## config.mk

```make
export PLATFORM = sky130hd
export DESIGN_NAME = alu_seq
export DESIGN_NICKNAME = d
export VERILOG_FILES = /design/src/rtl/alu_seq.sv
export SDC_FILE = /design/constraint.sdc
export NUM_CORES = 1
export LEC_CHECK = 0
export BUFFER_PORTS_ARGS = -buffer_cell sky130_fd_sc_hd__buf_4
export CORE_MARGIN = 1.5
export CORE_UTILIZATION = 40
export CTS_BUF_LIST = sky130_fd_sc_hd__clkbuf_4
export CTS_CLUSTER_DIAMETER = 100
export CTS_CLUSTER_SIZE = 8
export DETAILED_ROUTE_END_ITERATION = 12
export PLACE_DENSITY_LB_ADDON = 0.08
export SETUP_SLACK_MARGIN = 0.1
export SLEW_MARGIN = 20
export SYNTH_ARGS = -nofsm -noshare
export SYNTH_HDL_FRONTEND = slang
export SYNTH_SLANG_ARGS = --single-unit
```

## constraint.sdc

```tcl
create_clock -name clk -period 1.5 [get_ports clk]
set_input_delay 0 -clock clk [delete_from_list [all_inputs] [get_ports clk]]
set_output_delay 0 -clock clk [all_outputs]
set_load 0.005 [all_outputs]
```

## src/rtl/alu_seq.sv

```systemverilog
// alu_seq: command-side sequencer for the 32-bit ALU datapath.
// Accepts one command at a time over a valid/ready channel, steers the external
// ALU (alu_op/alu_a/alu_b), consumes alu_r/alu_flags and returns a registered
// response (rsp_data/rsp_flags/rsp_err) over a valid/ready channel.
// Codes: 0 ADD, 1 SUB, 2 AND, 3 OR, 4 XOR, 5 SLT, 6 BEQ, 7 BNE, 8 BLT, 9 BGE,
//        10 MUL (only when ALU_SEQ_MUL_EN is defined), 11-15 illegal.
// Build option: define ALU_SEQ_MUL_EN to build the shift-add multiplier
// (MUL state, accumulator, iteration counter); otherwise code 10 is illegal.
// Ports:
//   clk, rst_n                        clock, async active-low reset
//   cmd_valid/cmd_ready/cmd_code/a/b  command channel
//   rsp_valid/rsp_ready/rsp_data/flags/err  response channel
//   alu_op/alu_a/alu_b                datapath controls (combinational from state)
//   alu_flags/alu_r                   datapath results
module alu_seq #(
    parameter int unsigned WIDTH     = 32,
    parameter int unsigned MUL_ITERS = 32
) (
    input  logic             clk,
    input  logic             rst_n,
    input  logic             cmd_valid,
    output logic             cmd_ready,
    input  logic [3:0]       cmd_code,
    input  logic [WIDTH-1:0] cmd_a,
    input  logic [WIDTH-1:0] cmd_b,
    output logic             rsp_valid,
    input  logic             rsp_ready,
    output logic [WIDTH-1:0] rsp_data,
    output logic [3:0]       rsp_flags,
    output logic             rsp_err,
    output logic [2:0]       alu_op,
    output logic [WIDTH-1:0] alu_a,
    output logic [WIDTH-1:0] alu_b,
    input  logic [3:0]       alu_flags,
    input  logic [WIDTH-1:0] alu_r
);

    localparam logic [2:0] ALU_ADD = 3'd0;
    localparam logic [2:0] ALU_SUB = 3'd1;

    typedef enum logic [1:0] {
        IDLE = 2'd0,
        EXEC = 2'd1,
        RESP = 2'd2
`ifdef ALU_SEQ_MUL_EN
        , MUL = 2'd3
`endif
    } stateT;

    stateT            state;
    logic [3:0]       codeQ;
    logic [WIDTH-1:0] aQ;      // operand A; doubles as the shifting multiplicand
    logic [WIDTH-1:0] bQ;      // operand B; doubles as the shifting multiplier

`ifdef ALU_SEQ_MUL_EN
    localparam logic [3:0]  CODE_MUL = 4'd10;
    localparam int unsigned CNT_W    = (MUL_ITERS > 1) ? $clog2(MUL_ITERS) : 1;
    logic [WIDTH-1:0] acc;
    logic [CNT_W-1:0] count;
`endif

    logic [WIDTH-1:0] execData;
    logic             execErr;

    // Datapath steering: only EXEC (legal codes) and MUL drive the ALU.
    always_comb begin
        alu_op = '0;
        alu_a  = '0;
        alu_b  = '0;
        case (state)
            EXEC: begin
                if (codeQ <= 4'd4) begin
                    alu_op = codeQ[2:0];
                    alu_a  = aQ;
                    alu_b  = bQ;
                end else if (codeQ <= 4'd9) begin
                    // Compare/branch ops read flags from a subtract.
                    alu_op = ALU_SUB;
                    alu_a  = aQ;
                    alu_b  = bQ;
                end
            end
`ifdef ALU_SEQ_MUL_EN
            MUL: begin
                alu_op = ALU_ADD;
                alu_a  = acc;
                alu_b  = aQ;
            end
`endif
            default: ;
        endcase
    end

    // Result selection for the single-cycle EXEC state.
    always_comb begin
        execData = '0;
        execErr  = 1'b0;
        case (codeQ)
            4'd0, 4'd1, 4'd2, 4'd3, 4'd4: execData = alu_r;
            4'd5, 4'd8:                   execData = WIDTH'(alu_flags[2]);
            4'd6:                         execData = WIDTH'(alu_flags[1]);
            4'd7:                         execData = WIDTH'(alu_flags[0]);
            4'd9:                         execData = WIDTH'(!alu_flags[2]);
            default:                      execErr  = 1'b1;
        endcase
    end

    // Sequencer FSM with registered handshake and response outputs.
    always_ff @(posedge clk or negedge rst_n) begin
        if (!rst_n) begin
            state     <= IDLE;
            cmd_ready <= 1'b1;
            rsp_valid <= 1'b0;
            rsp_data  <= '0;
            rsp_flags <= '0;
            rsp_err   <= 1'b0;
            codeQ     <= '0;
            aQ        <= '0;
            bQ        <= '0;
`ifdef ALU_SEQ_MUL_EN
            acc       <= '0;
            count     <= '0;
`endif
        end else begin
            case (state)
                IDLE: begin
                    if (cmd_valid && cmd_ready) begin
                        codeQ     <= cmd_code;
                        aQ        <= cmd_a;
                        bQ        <= cmd_b;
                        cmd_ready <= 1'b0;
                        state     <= EXEC;
`ifdef ALU_SEQ_MUL_EN
                        if (cmd_code == CODE_MUL) begin
                            acc   <= '0;
                            count <= '0;
                            state <= MUL;
                        end
`endif
                    end
                end
                EXEC: begin
                    rsp_data  <= execData;
                    rsp_flags <= execErr ? 4'b0 : alu_flags;
                    rsp_err   <= execErr;
                    rsp_valid <= 1'b1;
                    state     <= RESP;
                end
`ifdef ALU_SEQ_MUL_EN
                MUL: begin
                    if (bQ[0]) begin
                        acc <= alu_r;
                    end
                    aQ    <= aQ << 1;
                    bQ    <= bQ >> 1;
                    count <= count + CNT_W'(1);
                    // Finish once no multiplier bits remain or the budget is spent.
                    if ((bQ[WIDTH-1:1] == '0) || (count == CNT_W'(MUL_ITERS - 1))) begin
                        rsp_data  <= bQ[0] ? alu_r : acc;
                        rsp_flags <= '0;
                        rsp_err   <= 1'b0;
                        rsp_valid <= 1'b1;
                        state     <= RESP;
                    end
                end
`endif
                RESP: begin
                    if (rsp_valid && rsp_ready) begin
                        rsp_valid <= 1'b0;
                        cmd_ready <= 1'b1;
                        state     <= IDLE;
                    end
                end
                default: begin
                    state     <= IDLE;
                    cmd_ready <= 1'b1;
                    rsp_valid <= 1'b0;
                end
            endcase
        end
    end

endmodule

```

==> key figures <==
Route
  • DRC viols: 0
  • Drt wl/cell: 19.68 microns
  • DR vias/cell: 4.939
  • Drt pass-1 iters: 4
  • Vias post-DR: 4213
  • Post-DRT Antenna Nets: 0
  • DR iter-0 viols: 227
  • DRT Wirelength: 16.78 mm

Worst setup path
  • R2r worst-path depth: 6
  • Worst r2r dst: aQ[7]$_DFFE_PN0P_
  • Worst Setup End Kind: output pin
  • End of the critical path: alu_a[25]
  • Critical path's largest stage delay: 0.44 ns
  • Worst r2r src: state[1]$_DFFE_PN0P_
  • CP required: 1.50 ns
  • R2r setup slk: -0.24 ns
  • CP max-delay cell: dfrtp_1
  • Worst Path Max Fanout: 6
  • Cells along the critical path: inv_2, nand2_4, nor2_4, buf_6, clkbuf_16, and2_4, buf_6
  • Most frequent CP cell: buf_6
  • CP arrival: 1.78 ns
  • Critical path startpoint: state[1]$_DFFE_PN0P_
  • Critical path class: reg -> out
  • CP startpoint kind: flop

Die
  • Die W: 109.9 microns
  • Site Rows: 38
  • Number of top-level pins: 214
  • Starting Density: 0.4165
  • Die area: 0.01209 sq mm
  • Core Region: 0.01098 sq mm
  • Die Height: 109.9 microns

Finish
  • Syn-to-layout area delta: 98.41%
  • Number of diodes: 0
  • Filler cells: 582
  • Final Cell Area: 0.009076 sq mm
  • NumNets Final: 816
  • Storage cell area: 0.002731 sq mm
  • Multi-input gate area: 0.002053 sq mm
  • Share of cells above drive strength 1: 0.5989

Hold path
  • Tightest Hold Check Type: in -> async

STA
  • Slew @ Worst Pin: 0.7039 ns
  • Slew Limit Fails: 0
  • Final Hold Fails: 0
  • Final Setup Violations: 166
  • Slew HR: 0.5292
  • Fmax achieved: 562.4 MHz
  • Setup WS post-layout: -0.2781 ns
  • RSZ-0062 raised after global routing: true
  • Fin crit period: 1.778 ns
  • Final Cycle Share: 1.185
  • Worst Clk Skew: 0.01710 ns

Power
  • Worst vdd ir: 358.9 uV
  • Register share of total power: 0.611
  • Internal: 3.727 mW
  • Clock power frac: 0.274
  • Leakage: 4.563 nW
  • Sw Share: 0.2254
  • Combinational power share: 0.116
  • PwrDens: 530.2 mW/mm^2
  • Psw: 1.085 mW
  • Tot Pwr: 4.812 mW

Logic synthesis
  • Sequential fraction of the synthesis area: 0.5966
  • Synth Instances: 333
  • Largest family of logic cells by synthesized area: multiplexers
  • Simple-gate share of the synthesized area: 0.1045
  • Post-synth top area cell: dfrtp_1
  • Cell Area, Synth: 0.004574 sq mm
  • Synth cell count leaders: dfrtp_1, and2_1, mux2_2
  • EDFF count, synth: 0
  • Adder-cell area share of the yosys netlist: 0
  • Mux cell area share after synthesis: 0.1770
  • Syn. warnings: 0
  • Post-synth ARST share: 1.000
  • Syn Area/Cell: 13.74 sq um
  • Syn Nets: 441
  • Most area-consuming cells after synthesis: dfrtp_1, mux2_2, and2_1, a22o_1, mux2_4
  • Synth Area in Compound Gates: 0.09081
  • Synth Area in XOR/XNOR: 0.001915
  • Post-synth top area share: 0.5908
  • FF+latch count, synth: 109
  • Top_reg_cell synth: dfrtp_1
  • Yosys cell types: 31
  • Count leader, synth: dfrtp_1

Clock tree
  • Clock Latency Late Sink: 0.45 ns
  • Root buffer selected by CTS: clkbuf_4
  • CTS max path bufs: 2
  • Clk slew on worst S/H paths: 0.16 ns
  • CTS tree: built
  • CTS Sinks: 109
  • Num CTS Buffers: 9
  • H-tree Lvls: 3

Global route
  • Initial antenna violation count: 0
  • Grt ovf: 0
  • Gr usage total: 0.2451
  • Vias in the first global route: 4409
  • First-pass GRT wire length: 22.31 mm
  • Largest net degree at the start of global routing: 44

Status
  • Failing checks: negative setup slack
  • Outcome: finished, violations left

Placed design
  • Placer congestion estimate: 0.7118
  • Port bufs: 213
  • Post-DP HPWL: 8.085 mm
  • Dpl cell area: 0.006461 sq mm

Job
  • Max-cap violations: 0
[worst min-delay path by stage]
stage                     start                      end  slack [ns]  cells after the start
after detailed placement  rst_n  rsp_data[5]$_DFFE_PN0P_       -0.06                      1
after CTS                 rst_n       aQ[19]$_DFFE_PN0P_        0.11                      3
final                     rst_n       aQ[19]$_DFFE_PN0P_        0.13                      3
after global routing      rst_n        aQ[7]$_DFFE_PN0P_        0.13                      3
after global placement    rst_n  rsp_data[5]$_DFFE_PN0P_       -0.06                      1
after floorplan           rst_n        aQ[0]$_DFFE_PN0P_       -0.30                      0
[kinds of logic after synthesis]
logic type             Yosys count
AO/OA/AOI/OAI                   50
buffers and inverters           28
multiplexers                    69
AND/OR/NAND/NOR                 76
flip-flops                     109
XOR/XNOR                         1
[area by class of cell]
class	instances	area share
clock buffers	13	0.01075
flip-flops and latches	109	0.3009
clock inverters	3	0.001379
inverters	2	0.0008271
multi-input cells	196	0.2262
repair buffers	390	0.4406
well taps	140	0.01930
[critical path: cells and delay by family, from the launching register on]
kind	cells	cell delay [ns]
buffers and inverters	4	0.51
flip-flops	1	0.44
AND/OR/NAND/NOR	3	0.38
[sequential cells by signal, summed over array words and instances (netlist names), 2 cells and up]
name and flops:
aQ 32, bQ 32, codeQ 4, rsp_data 32
rsp_flags 4, state 2
[stage by stage]
stage                     TNS [ns]  worst slack (ns)  utilization  hold slack [ns]  std cells
after floorplan            -0.6520          -0.03957            -          -0.2956        333
after global placement           0           0.01541       0.5883         -0.06453        675
after detailed placement  -0.02875         -0.008344       0.5883         -0.05961        675
after CTS                   -27.01           -0.2884       0.7651           0.1054        832
after global routing        -42.86           -0.3693       0.8264           0.1296        853
final                       -32.61           -0.2781       0.8264           0.1338        853
[cells in the final DEF, fill, tap and decap left out, drive strengths merged, types with 2 or more instances in the layout]
| cell type | count |
|---|---|
| clkbuf | 19 |
| buf | 274 |
| dfrtp | 108 |
| clkinv | 3 |
| mux2 | 68 |
| a22o | 36 |
| nor3 | 2 |
| inv | 2 |
| and2 | 65 |
| o21a | 4 |
| nand2 | 2 |
| nor2 | 2 |
| dlygate4sd3 | 110 |
| a21oi | 3 |
[power by group through the flow]
stage	clock (mW)	sequential (mW)	combinational [mW]
2_1_floorplan	0	2.99	0.00866
3_3_place_gp	0	2.99	0.298
3_5_place_dp	0	2.99	0.299
4_1_cts	1.35	2.94	0.539
5_1_grt	1.47	2.94	0.595
6_report	1.32	2.94	0.556
[per-layer routing]
layer | track usage | vias up | wire [microns]
li1 | - | 1917 | -
met1 | 0.2837 | 2103 | 6410
met2 | 0.4521 | 168 | 8978
met3 | 0.05631 | 25 | 1091
met4 | 0.06494 | 0 | 303
met5 | 0 | - | 0
[repair_timing]
| item | in CTS | in global routing |
|---|---|---|
| resized for setup | 66 | 117 |
| pin swaps | 6 | 40 |
| hold buffers | 109 | 2 |
| endpoints found under the hold margin | 215 | 13 |
| gates cloned | 12 | 8 |
| endpoints found under the setup margin | 170 | 183 |
| buffers inserted | 20 | 12 |
No activity file was read; power rests on OpenSTA's default activity.
